### src/rtl/camera_stream_packetizer.sv
// rtl/camera_stream_packetizer.sv - camera pixel stream to fixed-length sop/eop packet stream
//
// Converts a frame-start pulse plus qualified camera pixels into a ready/valid
// packet stream of exactly IMG_WIDTH*IMG_LENGTH pixels per packet. A show-ahead
// FIFO absorbs downstream back-pressure. Short frames and overflows are padded
// with PAD_VALUE so every packet keeps its full length.
//
// Ports:
//   clk, reset          single clock, synchronous active-high reset
//   cam_frame_start     one-cycle pulse, next frame begins
//   cam_pixel_valid     cam_pixel qualified this cycle (camera cannot be stalled)
//   cam_pixel           camera pixel
//   ready_in            downstream accepts this cycle
//   valid_out           FIFO head is valid
//   startofpacket_out   head is pixel 0 of a packet
//   endofpacket_out     head is the last pixel of a packet
//   data_out            head pixel
//   fifo_level          current FIFO occupancy
//   frame_error         sticky short-frame / overflow flag
//   frames_sent         number of eop transfers, wrapping

module camera_stream_packetizer #(
  parameter int IMG_WIDTH  = 320,
  parameter int IMG_LENGTH = 240,
  parameter int DATA_WIDTH = 12,
  parameter int FIFO_DEPTH = 16,
  parameter logic [DATA_WIDTH-1:0] PAD_VALUE = '0
) (
  input  logic                          clk,
  input  logic                          reset,
  input  logic                          cam_frame_start,
  input  logic                          cam_pixel_valid,
  input  logic [DATA_WIDTH-1:0]         cam_pixel,
  input  logic                          ready_in,
  output logic                          valid_out,
  output logic                          startofpacket_out,
  output logic                          endofpacket_out,
  output logic [DATA_WIDTH-1:0]         data_out,
  output logic [$clog2(FIFO_DEPTH):0]   fifo_level,
  output logic                          frame_error,
  output logic [15:0]                   frames_sent
);

  localparam int N  = IMG_WIDTH * IMG_LENGTH;
  localparam int CW = (N > 1) ? $clog2(N) : 1;
  localparam int AW = $clog2(FIFO_DEPTH);
  localparam int EW = DATA_WIDTH + 2;
  localparam logic [CW-1:0] LAST_IDX = CW'(N - 1);
  localparam logic [AW:0]   FULL_LVL = (AW+1)'(FIFO_DEPTH);

  typedef enum logic [1:0] {
    S_IDLE   = 2'd0,
    S_ACTIVE = 2'd1,
    S_PAD    = 2'd2,
    S_WAIT   = 2'd3
  } state_t;

  state_t state, state_next;
  logic [CW-1:0] pix_cnt, pix_cnt_next;

  // FIFO storage and pointers; the extra pointer MSB separates full from empty
  logic [EW-1:0] mem [FIFO_DEPTH];
  logic [AW:0]   wr_ptr, rd_ptr;
  logic [EW-1:0] head;
  logic          full;
  logic          rd_en;
  logic          no_room;

  // write-side decisions produced by the FSM output process
  logic                  wr_en;
  logic [CW-1:0]         wr_idx;
  logic [DATA_WIDTH-1:0] wr_pix;
  logic [EW-1:0]         wr_data;
  logic                  err_set;

  assign fifo_level = wr_ptr - rd_ptr;
  assign full       = (fifo_level == FULL_LVL);
  assign valid_out  = (fifo_level != '0);
  assign rd_en      = valid_out && ready_in;
  // a write into a full FIFO is only safe when the head leaves on the same edge
  assign no_room    = full && !rd_en;

  assign head              = mem[rd_ptr[AW-1:0]];
  assign startofpacket_out = valid_out && head[EW-1];
  assign endofpacket_out   = valid_out && head[EW-2];
  assign data_out          = valid_out ? head[DATA_WIDTH-1:0] : '0;

  // FSM state register
  always_ff @(posedge clk) begin
    if (reset) begin
      state   <= S_IDLE;
      pix_cnt <= '0;
    end else begin
      state   <= state_next;
      pix_cnt <= pix_cnt_next;
    end
  end

  // FSM next-state logic
  always_comb begin
    state_next   = state;
    pix_cnt_next = pix_cnt;
    case (state)
      S_IDLE, S_WAIT: begin
        if (cam_frame_start) begin
          state_next   = S_ACTIVE;
          pix_cnt_next = '0;
          if (cam_pixel_valid) begin
            // pixel 0 arrives with the frame start
            if (no_room) begin
              state_next = S_PAD;
            end else if (N == 1) begin
              state_next = S_WAIT;
            end else begin
              pix_cnt_next = CW'(1);
            end
          end
        end
      end
      S_ACTIVE: begin
        if (cam_frame_start && (pix_cnt != '0)) begin
          state_next = S_PAD;
        end else if (cam_pixel_valid) begin
          if (no_room) begin
            // pad resumes at the index of the dropped pixel
            state_next = S_PAD;
          end else if (pix_cnt == LAST_IDX) begin
            state_next   = S_WAIT;
            pix_cnt_next = '0;
          end else begin
            pix_cnt_next = pix_cnt + CW'(1);
          end
        end
      end
      S_PAD: begin
        if (!full) begin
          if (pix_cnt == LAST_IDX) begin
            state_next   = S_WAIT;
            pix_cnt_next = '0;
          end else begin
            pix_cnt_next = pix_cnt + CW'(1);
          end
        end
      end
      default: begin
        state_next   = S_IDLE;
        pix_cnt_next = '0;
      end
    endcase
  end

  // FSM outputs: FIFO write request, entry contents, error flag set
  always_comb begin
    wr_en   = 1'b0;
    wr_idx  = pix_cnt;
    wr_pix  = PAD_VALUE;
    err_set = 1'b0;
    case (state)
      S_IDLE, S_WAIT: begin
        wr_idx = '0;
        if (cam_frame_start && cam_pixel_valid) begin
          if (no_room) begin
            err_set = 1'b1;
          end else begin
            wr_en  = 1'b1;
            wr_pix = cam_pixel;
          end
        end
      end
      S_ACTIVE: begin
        if (cam_frame_start && (pix_cnt != '0)) begin
          err_set = 1'b1;
        end else if (cam_pixel_valid) begin
          if (no_room) begin
            err_set = 1'b1;
          end else begin
            wr_en  = 1'b1;
            wr_pix = cam_pixel;
          end
        end
      end
      S_PAD: begin
        wr_en = !full;
      end
      default: begin
        wr_en = 1'b0;
      end
    endcase
    wr_data = {(wr_idx == '0), (wr_idx == LAST_IDX), wr_pix};
  end

  // FIFO storage; contents need no reset because the pointers gate visibility
  always_ff @(posedge clk) begin
    if (wr_en) begin
      mem[wr_ptr[AW-1:0]] <= wr_data;
    end
  end

  // FIFO pointers, sticky error flag and frame counter
  always_ff @(posedge clk) begin
    if (reset) begin
      wr_ptr      <= '0;
      rd_ptr      <= '0;
      frame_error <= 1'b0;
      frames_sent <= '0;
    end else begin
      if (wr_en) begin
        wr_ptr <= wr_ptr + (AW+1)'(1);
      end
      if (rd_en) begin
        rd_ptr <= rd_ptr + (AW+1)'(1);
      end
      if (err_set) begin
        frame_error <= 1'b1;
      end
      if (rd_en && head[EW-2]) begin
        frames_sent <= frames_sent + 16'd1;
      end
    end
  end

endmodule

### config.mk
export PLATFORM = sky130hd
export DESIGN_NAME = camera_stream_packetizer
export DESIGN_NICKNAME = d
export VERILOG_FILES = /design/src/rtl/camera_stream_packetizer.sv
export SDC_FILE = /design/constraint.sdc
export NUM_CORES = 1
export LEC_CHECK = 0
export ABC_CLOCK_PERIOD_IN_PS = 3960
export CAP_MARGIN = 20
export CORE_ASPECT_RATIO = 0.7
export CORE_MARGIN = 2
export CORE_UTILIZATION = 40
export CTS_CLUSTER_DIAMETER = 50
export DETAILED_ROUTE_END_ITERATION = 16
export MAX_ROUTING_LAYER = met4
export PLACE_DENSITY_LB_ADDON = 0.12
export SLEW_MARGIN = 20
export SYNTH_ARGS = -nofsm -noshare
export SYNTH_HDL_FRONTEND = slang
export SYNTH_SLANG_ARGS = --single-unit
### constraint.sdc
create_clock -name clk -period 3.96 [get_ports clk]
set_input_delay 0.99 -clock clk [delete_from_list [all_inputs] [get_ports clk]]
set_output_delay 0.99 -clock clk [all_outputs]
set_load 0.02 [all_outputs]
# Word level (Yosys, flattened, before mapping)
# Memories as Yosys holds them, arrays and structs flattened. A register that Yosys moved wholly into a read port is not among the register bits.
# Cells that the tools add are included.
[op_classes]
add_sub_neg = 5
n_eq_ne = 12
n_mux = 39
n_reduce_logical = 16
[op_table]
columns = ["cell", "count"]
rows = [
  ["17-bit 2-to-1 mux", 7],
  ["12-bit 2-to-1 mux", 5],
  ["17-bit one-hot mux with 3 select lines", 1],
  ["17-bit == test, second input constant", 2],
  ["12-bit one-hot mux with 2 select lines", 1],
  ["17-bit by 1-bit adder with 17-bit output, second input constant", 1],
  ["17-bit logical NOT", 1],
  ["17-bit nonzero test", 1],
  ["16-bit by 1-bit adder with 16-bit output, second input constant", 1],
  ["2-bit 2-to-1 mux", 8],
  ["1-bit 2-to-1 mux", 12],
  ["5-bit by 1-bit adder with 5-bit output, second input constant", 2],
  ["2-bit != test, second input constant", 5],
  ["4-bit 2-to-1 mux", 2],
  ["1-bit logical AND", 7],
  ["2-bit one-hot mux with 3 select lines", 1],
  ["5-bit == test, second input constant", 1],
  ["5-bit AND reduction", 1],
  ["5-bit nonzero test", 1],
  ["5-bit subtractor", 1],
  ["2-bit == test, second input constant", 2],
  ["3-bit != test, second input constant", 1],
  ["1-bit one-hot mux with 3 select lines", 1],
  ["3-bit AND reduction", 1],
  ["5 further kinds", 6],
]
[totals]
regBits = 46
mem_bits_rw = 224
input_bits = 17
elab_cells = 79
memories = 1
[memory_table]
columns = ["name", "depth", "width", "rd", "rd_ports_with_merged_regs", "wr", "line", "source"]
rows = [
  ["mem", 16, 14, 1, 1, 1, "62", "logic [EW-1:0] mem [FIFO_DEPTH];"],
]

# Depth between registers and ports, before layout
# Gate-level depths: netlist of the first run.
[depth]
ltp_word = 11
mapped_depth = 11
ltp_nobuf = 10

# Least setup slack after synthesis of the first run
# No wires, ideal clock.
[synth_timing]
kind = "reg-to-reg"
start = "reg wr_ptr[0]"
end = "mem mem[0][0] (netlist bit) (enable)"
setup_ns = 0.427
arrival_ns = 3.772
path_slack_ns = -0.239
stages_incl_launch_ff = 11
path_buffers = 1
path_cell_list = "dfxtp_1 > inv_1 > ha_1 > fa_1 > xnor2_2 > and4bb_1 > nor2_1 > buf_2 > o21ai_0 > o21a_1 > nor4b_1"
[synth_between]
elab_chain_cells = 11
elab_cells_between_ends = 14
cone_classes = "add/sub (1); eq/ne (1); mux (7); reduce/logical (5)"
[synth_lines]
columns = ["item", "line", "source"]
rows = [
  ["start: declaration", "63", "logic [AW:0] wr_ptr, rd_ptr;"],
  ["start signal: assignment", "208", "wr_ptr <= wr_ptr + (AW+1)'(1);"],
  ["5-bit subtractor (*)", "76", "assign fifo_level = wr_ptr - rd_ptr;"],
  ["via fifo_level[2]", "39", "output logic [$clog2(FIFO_DEPTH):0] fifo_level,"],
  ["5-bit nonzero test", "78", "assign valid_out = (fifo_level != '0);"],
  ["1-bit logical AND", "79", "assign rd_en = valid_out && ready_in;"],
  ["1-bit logical NOT", "81", "assign no_room = full && !rd_en;"],
  ["1-bit logical AND", "81", ""],
  ["1-bit 2-to-1 mux", "162, 174", ""],
  ["1-bit 2-to-1 mux", "173", "end else if (cam_pixel_valid) begin"],
  ["1-bit 2-to-1 mux", "171", "if (cam_frame_start && (pix_cnt != '0)) begin"],
  ["1-bit one-hot mux with 3 select lines (*)", "158", "case (state)"],
  ["1-bit 2-to-1 mux (*)", "194", "if (wr_en) begin"],
  ["1-bit 2-to-1 mux (not written as such) (*)", "195", "mem[wr_ptr[AW-1:0]] <= wr_data;"],
  ["end: declaration", "62", ""],
]
# The timed path passes the listed nets; every way through them passes the cells marked *.

# Worst setup path after layout of the first run
[layout_timing]
start = "reg wr_ptr[0]"
end = "out valid_out"
[layout_between]
elab_chain_cells = 2
[layout_lines]
columns = ["item", "line", "source"]
rows = [
  ["5-bit subtractor", "76", ""],
  ["5-bit nonzero test", "78", ""],
  ["end: declaration", "35", "output logic valid_out,"],
]
# Every way passes these cells.

==> impl_metrics.yaml, run 1 <==
die:
  dieArea_um2: 30900
  die_w_um: 209
  die_height_um: 148
  core_area_um2: 29000
  rows: 52
  ios: 54
  initial_core_util_pct: 40.8
global_route:
  grt_pass1_wl_um: 43700
  grt_usage_pct: 19.6
  grt_use_met2_pct: 29.1
  grt_overflow: 0
  grtUsageMet3_pct: 2.78
  antenna_found_initial: 0
  use_met1_pct: 28.9
  grt_start_max_net_pins: 50
  grt_pass1_vias: 6979
  grt-busiest-layer: "met2"
route:
  first_pass_iters: 7
  route.antenna.remaining_nets: 0
  drt-initial-drc-count: 645
  num_vias: 6948
  drc: 0
  wl_per_cell_um: 23.5
  viasPerCell: 5.66
  wirelength_um: 28800
setup_path:
  cp-end-kind: "output port"
  path_class: "reg -> out"
  timing.critical_path.max_delay_family: "adder cells"
  startpoint_type: "flip-flop"
  r2r_start: "rd_ptr[0]"
  crit_buf_inv: 5
  slowest_delay_ps: 560
  worstPathArrival_ps: 2840
  cp_data_required_time_ps: 2970
  crit_start: "wr_ptr[0]"
  cp_max_fo: 7
  path_cells: "inv_2, ha_2, fa_2, nand3b_1, and4bb_1, nor2_2, nor2_4, buf_12, buf_16, inv_1, clkdlybuf4s15_2"
  critPathSlowestCell: "fa_2"
yosys:
  synth-edff-count: 224
  synthFlopType: "edfxtp_1"
  yosysWarnings: 0
  async_flop_share_pct: 0
  ys_top_cells_by_area: "edfxtp_1, mux4_2, dfxtp_1"
  synth_top_area_cell: "edfxtp_1"
  synth.distinct_cells: 65
  syn_area_per_cell_um2: 16.0
  syn_nets: 771
  synth.top_cell.area_share_pct: 57.0
  synth_area_um2: 11800
  ys_seq_area_share_pct: 65.5
  syn-instance-count: 738
  yosys_register_bits: 274
cts:
  htree_levels: 1
  cts_buffers: 29
  cts_sinks: 274
  cts.clk_slew.worst_paths_ps: 60
  hold_buffers: 0
  clk_path_buf_depth: 3
  cts_tree: "done"
  root_buffer: "clkbuf_16"
  clock_latency_ps: 550
layout:
  area_growth_pct: 19.4
  antenna_cells: 0
  layout-drive-gt1-share_pct: 25.5
  fillers: 2428
  layout.nets: 861
hold_path:
  min_path_type: "reg -> reg"
  hold_start: "frame_error"
power_and_ir_drop:
  total_power_uw: 9780
  leakage_uw: 0.00459
  vdd.ir_drop.worst_mv: 0.387
  p_per_area_nw_per_um2: 694
placement:
  post-place-ws_ps: 222
  dp_hpwl_um: 17700
  place_congestion: 0.860
  port_buffers: 53
sta:
  slew_viol_final: 0
  fin_worst_skew_ps: 16.1
  whs_ps: 459
  finalCritPeriodShare_pct: 96.7
  setup_viol: 0
  hold_viol: 0
  rsz0062_at_grt: "false"
  tightest_slew_ps: 1010
  period_needed_ps: 3830
  fmax_mhz: 261
  max_slew_margin_pct: 31.4
  setup_slack_ps: 130
flow_run:
  drv_cap: 0
run_status:
  status: "finished, final reports clean"
-- stage by stage --
step                      cells  util (%)  setup TNS [ps]  area [µm²]
final                      1228      48.7               0       14100
after floorplan             738         -          -10020       11800
after global routing       1228      48.7               0       14100
after detailed placement   1170      45.2               0       13100
after CTS                  1228      48.7               0       14100
after global placement     1170      45.2               0       13100
-- synth_stat cells (9+ instances only) --
cell      instances
edfxtp_1        224
mux4_2           68
dfxtp_1          50
nor2_1           38
nand2_1          28
clkbuf_1         24
inv_1            22
nor2b_1          20
a21oi_1          19
and2_1           18
nand3_1          17
ha_1             15
nand4_1          15
buf_2            14
o21ai_0          12
nor3_1            9
nor3b_1           9
xnor2_1           9
-- layout by cell type (no fill, tap or decap), drive strengths merged, types with 9 or more instances in the layout --
| cell | synthesis | routed |
|---|---|---|
| buf | 17 | 55 |
| mux4 | 69 | 69 |
| ha | 15 | 15 |
| a21oi | 19 | 19 |
| nand2 | 28 | 28 |
| nor2b | 20 | 20 |
| edfxtp | 224 | 224 |
| clkinv | 0 | 16 |
| clkdlybuf4s50 | 0 | 36 |
| nor3b | 9 | 9 |
| nand3 | 17 | 17 |
| o21ai | 12 | 12 |
| clkbuf | 24 | 36 |
| xnor2 | 10 | 10 |
| and2 | 18 | 18 |
| nand4 | 15 | 15 |
| inv | 23 | 24 |
| nor2 | 38 | 38 |
| nor3 | 10 | 10 |
| dfxtp | 50 | 50 |
-- cell families after synthesis --
logic type / count (synthesis) / share of synthesized area (%)
mux: 78 / 14.0
compound gates: 98 / 6.25
simple gates: 193 / 9.00
xor+xnor: 15 / 1.24
buf+inv: 64 / 2.25
fa+ha+maj: 16 / 1.76
flops: 274 / 65.5
-- where the power goes --
group          leakage (µW)  switching [µW]  internal (µW)  total (µW)
clock network      0.000463            1140           1550        2680
logic               0.00166            2050           1540        3580
registers           0.00247             104           3410        3510
-- timing repair --
item / 4_1_cts / 5_1_grt
gates cloned: 1 / 0
pin swaps: 4 / 5
setup endpoints to repair: 16 / 15
setup buffers: 4 / 0
gates resized for setup: 54 / 7
-- area by class of cell --
class | count | area, µm² | area share (%)
Tap cell | 378 | 473 | 3.36
Inverter | 23 | 86.3 | 0.613
Clock inverter | 21 | 205 | 1.46
Clock buffer | 32 | 737 | 5.23
Sequential cell | 274 | 7730 | 54.9
Multi-Input combinational cell | 400 | 3940 | 27.9
Timing Repair Buffer | 100 | 918 | 6.52
-- state kept, by name, summed over array words and instances (netlist names), named ones only --
signal and count:
frame_error 1, pix_cnt 17, state 2, mem 224, rd_ptr 5, frames_sent 16
wr_ptr 5
-- layer usage --
metal | wire length (µm) | share of wire [%]
met5 | 0 | 0
met1 | 14100 | 49
met4 | 453 | 1.6
met3 | 1140 | 4.0
met2 | 13200 | 46
-- worst reg2reg max path, delay by kind of cell (launching register included) --
family,cells,cell delay (ps)
AOI/OAI and AO/OA,1,440
adders and majority gates,2,680
DFF,1,410
buffers and inverters,4,780
and+or+nand+nor,5,890
-- path summary, 6_finish.rpt --
| path | cells after the start | endpoint | slack (ps) |
|---|---|---|---|
| max | 11 | valid_out | 130 |
| min | 2 | frame_error | 460 |
| max reg2reg | 12 | mem[1][5] | 440 |
| min reg2reg | 2 | frame_error | 460 |
No activity file was read; power rests on OpenSTA's default activity.
==> inputs of run 2 (changes only) <==
--- a/config.mk
+++ b/config.mk
@@ -9,8 +9,9 @@
 export CAP_MARGIN = 20
 export CORE_ASPECT_RATIO = 0.7
 export CORE_MARGIN = 2
-export CORE_UTILIZATION = 40
+export CORE_UTILIZATION = 54
 export CTS_CLUSTER_DIAMETER = 50
+export CTS_CLUSTER_SIZE = 20
 export DETAILED_ROUTE_END_ITERATION = 16
 export MAX_ROUTING_LAYER = met4
 export PLACE_DENSITY_LB_ADDON = 0.12
==> impl_metrics.yaml, run 2 (synthesized netlist as in run 1, its figures left out) <==
global_route:
  antenna_found_initial: 1
  grt_usage_pct: 24.0
  grt_overflow: 0
  grt_pass1_wl_um: 40400
  grt_pass1_vias: 6703
  grt_start_max_net_pins: 50
cts:
  clock_latency_ps: 520
  postCtsSetupBuffers: 0
  cts_tree: "done"
  root_buffer: "clkbuf_16"
  hold_buffers: 0
  cts.clk_slew.worst_paths_ps: 80
  cts_buffers: 22
  htree_levels: 1
  cts_sinks: 274
  clk_path_buf_depth: 3
layout:
  fillers: 1552
  antenna_cells: 0
  layout-drive-gt1-share_pct: 23.7
  final_cell_mix: "edfxtp_1, mux4_2, dfxtp_1, nor2_1, clkdlybuf4s50_1"
  final_area_um2: 13900
  stdcell_count: 1114
  fin_util_pct: 64.3
  layout_commonest_cell: "edfxtp_1"
  largest_reg_flops: 224
  area_growth_pct: 17.5
  layout.nets: 850
flow_run:
  drv_cap: 0
setup_path:
  path_cells: "inv_1, ha_1, fa_2, xnor2_2, and4bb_1, nor2_2, nor2_4, buf_12, nor2b_1, dlygate4sd2_1"
  cp_max_fo: 14
  critPathSlowestCell: "fa_2"
  slowest_delay_ps: 380
  startpoint_type: "flip-flop"
  cp_data_required_time_ps: 2970
  path_class: "reg -> out"
  cp-end-kind: "output port"
  worstPathArrival_ps: 2900
placement:
  dp_hpwl_um: 16100
  dp.cells: 1075
  place_congestion: 0.882
  placed_cell_area_um2: 13100
  port_buffers: 53
sta:
  finalCritPeriodShare_pct: 98.2
  fin_worst_skew_ps: 20.7
  rsz0062_at_grt: "true"
  setup_viol: 0
  slew_viol_final: 0
  fmax_mhz: 257
  period_needed_ps: 3890
  max_slew_margin_pct: 31.9
  fin_setup_tns_ps: 0
  tightest_slew_ps: 1010
  whs_ps: 467
  hold_viol: 0
route:
  first_pass_iters: 7
  wirelength_um: 26400
  route.antenna.remaining_nets: 0
  drc: 0
  drt-initial-drc-count: 717
  wl_per_cell_um: 23.7
  viasPerCell: 6.21
  num_vias: 6920
die:
  die_w_um: 181
  ios: 54
  dieArea_um2: 23100
  core_area_um2: 21600
  die_height_um: 128
  initial_core_util_pct: 54.7
  rows: 45
power_and_ir_drop:
  leakage_uw: 0.00452
  vdd.ir_drop.worst_mv: 0.335
  p_per_area_nw_per_um2: 666
run_status:
  status: "finished, final reports clean"
hold_path:
  min_path_type: "reg -> reg"
==> run 2: cell count changes in the layout (fill, tap and decap cells not counted), moves of 3 or more <==
cell	change
buf_4	-12
clkinv_1	-6
buf_12	+9
clkinv_2	-6
dlygate4sd2_1	+6
buf_2	-6
clkbuf_16	-6
inv_6	+3
==> run 2: worst max-delay path: cells and delay by family, from the launching register on <==
family	cells	cell delay (ps)
xor+xnor	1	260
fa+ha+maj	2	610
buf+inv	3	580
flops	1	330
simple gates	4	600
==> run 2: final timing paths <==
check / from / end / slack [ps] / cells after the start
min reg2reg: frame_error / frame_error / 470 / 2
max: wr_ptr[0] / data_out[1] / 70 / 10
min: frame_error / frame_error / 470 / 2
max reg2reg: wr_ptr[0] / mem[4][11] / 360 / 12
==> run 2: repair_timing <==
action	CTS	global route
hold endpoints to repair	0	0
pin swaps	0	0
setup endpoints to repair	16	16
gates resized for setup	21	20
==> run 2: per-stage QoR <==
stage | setup slack, ps | total power, µW
CTS | 1.33 | 9250
finish | 70.1 | 9230
global placement | 286 | 6930
floorplan | -239 | 5750
detailed placement | 172 | 7030
global route | -65.4 | 9660
==> run 2: area by class of cell <==
type,instances,area [µm²],share of cell area (%)
clock buffer,26,597,4.30
clock inverter,13,179,1.29
inverter,23,86.3,0.622
multi-input combinational,400,3930,28.3
sequential,274,7730,55.7
tap,282,353,2.54
timing repair buffer,96,995,7.17
==> run 2: layer usage <==
metal	up-vias	part of all wire, %	track usage, %
met4	0	1.7	4.84
met3	39	6.6	3.27
li1	3111	-	-
met5	-	0	-
met2	228	46	36.0
met1	3542	46	35.9
==> run 2: power by group <==
| group | total [µW] | internal (µW) | switching [µW] |
|---|---|---|---|
| Sequential | 3520 | 3400 | 119 |
| Clock | 2340 | 1260 | 1080 |
| Combinational | 3380 | 1420 | 1950 |
==> inputs of run 3 (changes only) <==
--- a/config.mk
+++ b/config.mk
@@ -5,7 +5,7 @@
 export SDC_FILE = /design/constraint.sdc
 export NUM_CORES = 1
 export LEC_CHECK = 0
-export ABC_CLOCK_PERIOD_IN_PS = 3960
+export ABC_CLOCK_PERIOD_IN_PS = 3830
 export CAP_MARGIN = 20
 export CORE_ASPECT_RATIO = 0.7
 export CORE_MARGIN = 2
==> constraint.sdc (replaced) <==
create_clock -name clk -period 3.83 [get_ports clk]
set_input_delay 0.9575 -clock clk [delete_from_list [all_inputs] [get_ports clk]]
set_output_delay 0.9575 -clock clk [all_outputs]
set_load 0.02 [all_outputs]
==> impl_metrics.yaml, run 3 (synthesized netlist as in run 1, its figures left out) <==
setup_path:
  path_class: "reg -> out"
  cp_data_required_time_ps: 2870
  critPathSlowestCell: "fa_2"
  path_cells: "inv_2, ha_4, fa_2, nand3b_1, and4bb_1, nor2_2, nor2_4, buf_6, nor2b_1, buf_2"
  slowest_delay_ps: 590
  startpoint_type: "flip-flop"
  cp-end-kind: "output port"
  worstPathArrival_ps: 2780
  crit_buf_inv: 3
  cp_max_fo: 7
  timing.critical_path.max_delay_family: "adder cells"
die:
  die_height_um: 128
  ios: 54
  rows: 45
  dieArea_um2: 23100
  die_w_um: 181
  initial_core_util_pct: 54.7
  core_area_um2: 21600
layout:
  area_growth_pct: 17.9
  layout_commonest_cell: "edfxtp_1"
  antenna_cells: 0
  fin_util_pct: 64.5
  final_cell_mix: "edfxtp_1, mux4_2, dfxtp_1, buf_4"
  layout.nets: 855
  largest_reg_flops: 224
  layout-drive-gt1-share_pct: 25.7
route:
  drc: 0
  viasPerCell: 6.28
  route.antenna.remaining_nets: 0
  first_pass_iters: 7
  drt-initial-drc-count: 770
  num_vias: 7031
  wirelength_um: 26600
  wl_per_cell_um: 23.7
global_route:
  grt_pass1_wl_um: 41100
  antenna_found_initial: 0
  grt_usage_pct: 24.1
  grt_start_max_net_pins: 56
  grt_overflow: 0
  grt_pass1_vias: 6776
cts:
  cts_tree: "done"
  clock_latency_ps: 520
  root_buffer: "clkbuf_16"
  cts_sinks: 274
  cts.clk_slew.worst_paths_ps: 70
  htree_levels: 1
  clk_path_buf_depth: 3
  cts_buffers: 23
power_and_ir_drop:
  leakage_uw: 0.00453
  p_per_area_nw_per_um2: 702
  vdd.ir_drop.worst_mv: 0.338
sta:
  tightest_slew_ps: 1030
  period_needed_ps: 3740
  max_slew_margin_pct: 29.9
  hold_viol: 0
  setup_viol: 0
  rsz0062_at_grt: "false"
  setup_slack_ps: 93.1
  fin_worst_skew_ps: 14.8
  slew_viol_final: 0
  fmax_mhz: 268
  finalCritPeriodShare_pct: 97.6
run_status:
  status: "finished, final reports clean"
placement:
  place_congestion: 0.869
  port_buffers: 53
  post-place-ws_ps: 118
  dp_hpwl_um: 16300
hold_path:
  min_path_type: "reg -> reg"
flow_run:
  drv_cap: 0
## run 3: changes by cell type in the layout (fill, tap and decap cells not counted), sizes merged
cell,before,now
bufinv,2,3
clkinv,3,6
buf,45,55
inv,30,31
clkbuf,32,23
dlygate4sd2,7,0
clkdlybuf4s15,1,8
## run 3: metrics by stage
stage | area, µm² | setup TNS [ps] | hold WS (ps) | total power (µW) | std cells
after detailed placement | 13000 | 0 | 453 | 7260 | 1077
after CTS | 13900 | -0.399 | 469 | 9840 | 1120
final | 13900 | 0 | 468 | 9770 | 1120
after global routing | 13900 | 0 | 485 | 10200 | 1120
after global placement | 13000 | 0 | 440 | 7180 | 1077
after floorplan | 11800 | -15480 | 465 | 5960 | 738
## run 3: final cells by class
type                    instances  area, µm²
clock buffers                  23        576
repair buffers                100        968
clock inverters                18        243
multi-input cells             400       3950
well taps                     282        353
inverters                      23       86.3
fillers                      1515       7650
flip-flops and latches        274       7730
## run 3: worst min-delay path: cells and delay by family, from the launching register on
kind	cells	cell delay, ps
simple gates	1	50
flops	1	330
compound gates	1	50
## run 3: where the power goes
| part | switching, µW | internal (µW) |
|---|---|---|
| Clock | 1130 | 1360 |
| Combinational | 2070 | 1590 |
| Sequential | 99.1 | 3520 |
| Total | 3300 | 6470 |
## run 3: timing repair
item	4_1_cts	5_1_grt
cloned	1	0
resized for setup	60	10
buffers inserted	1	1
endpoints found under the setup margin	16	16
pin swaps	4	3
hold buffers	0	0
## run 3: worst paths after layout
kind / startpoint / to / slack [ps] / depth (start not counted)
max: wr_ptr[0] / data_out[1] / 90 / 10
min: frame_error / frame_error / 470 / 2
max reg2reg: wr_ptr[0] / mem[15][0] / 320 / 12
min reg2reg: frame_error / frame_error / 470 / 2
## run 3: layer usage
| metal | vias up | routed length (µm) | global-route usage [%] |
|---|---|---|---|
| li1 | 3130 | - | - |
| met1 | 3611 | 12000 | 35.7 |
| met2 | 254 | 12500 | 36.6 |
| met3 | 36 | 1630 | 3.61 |
| met4 | 0 | 388 | 4.41 |
| met5 | - | 0 | - |
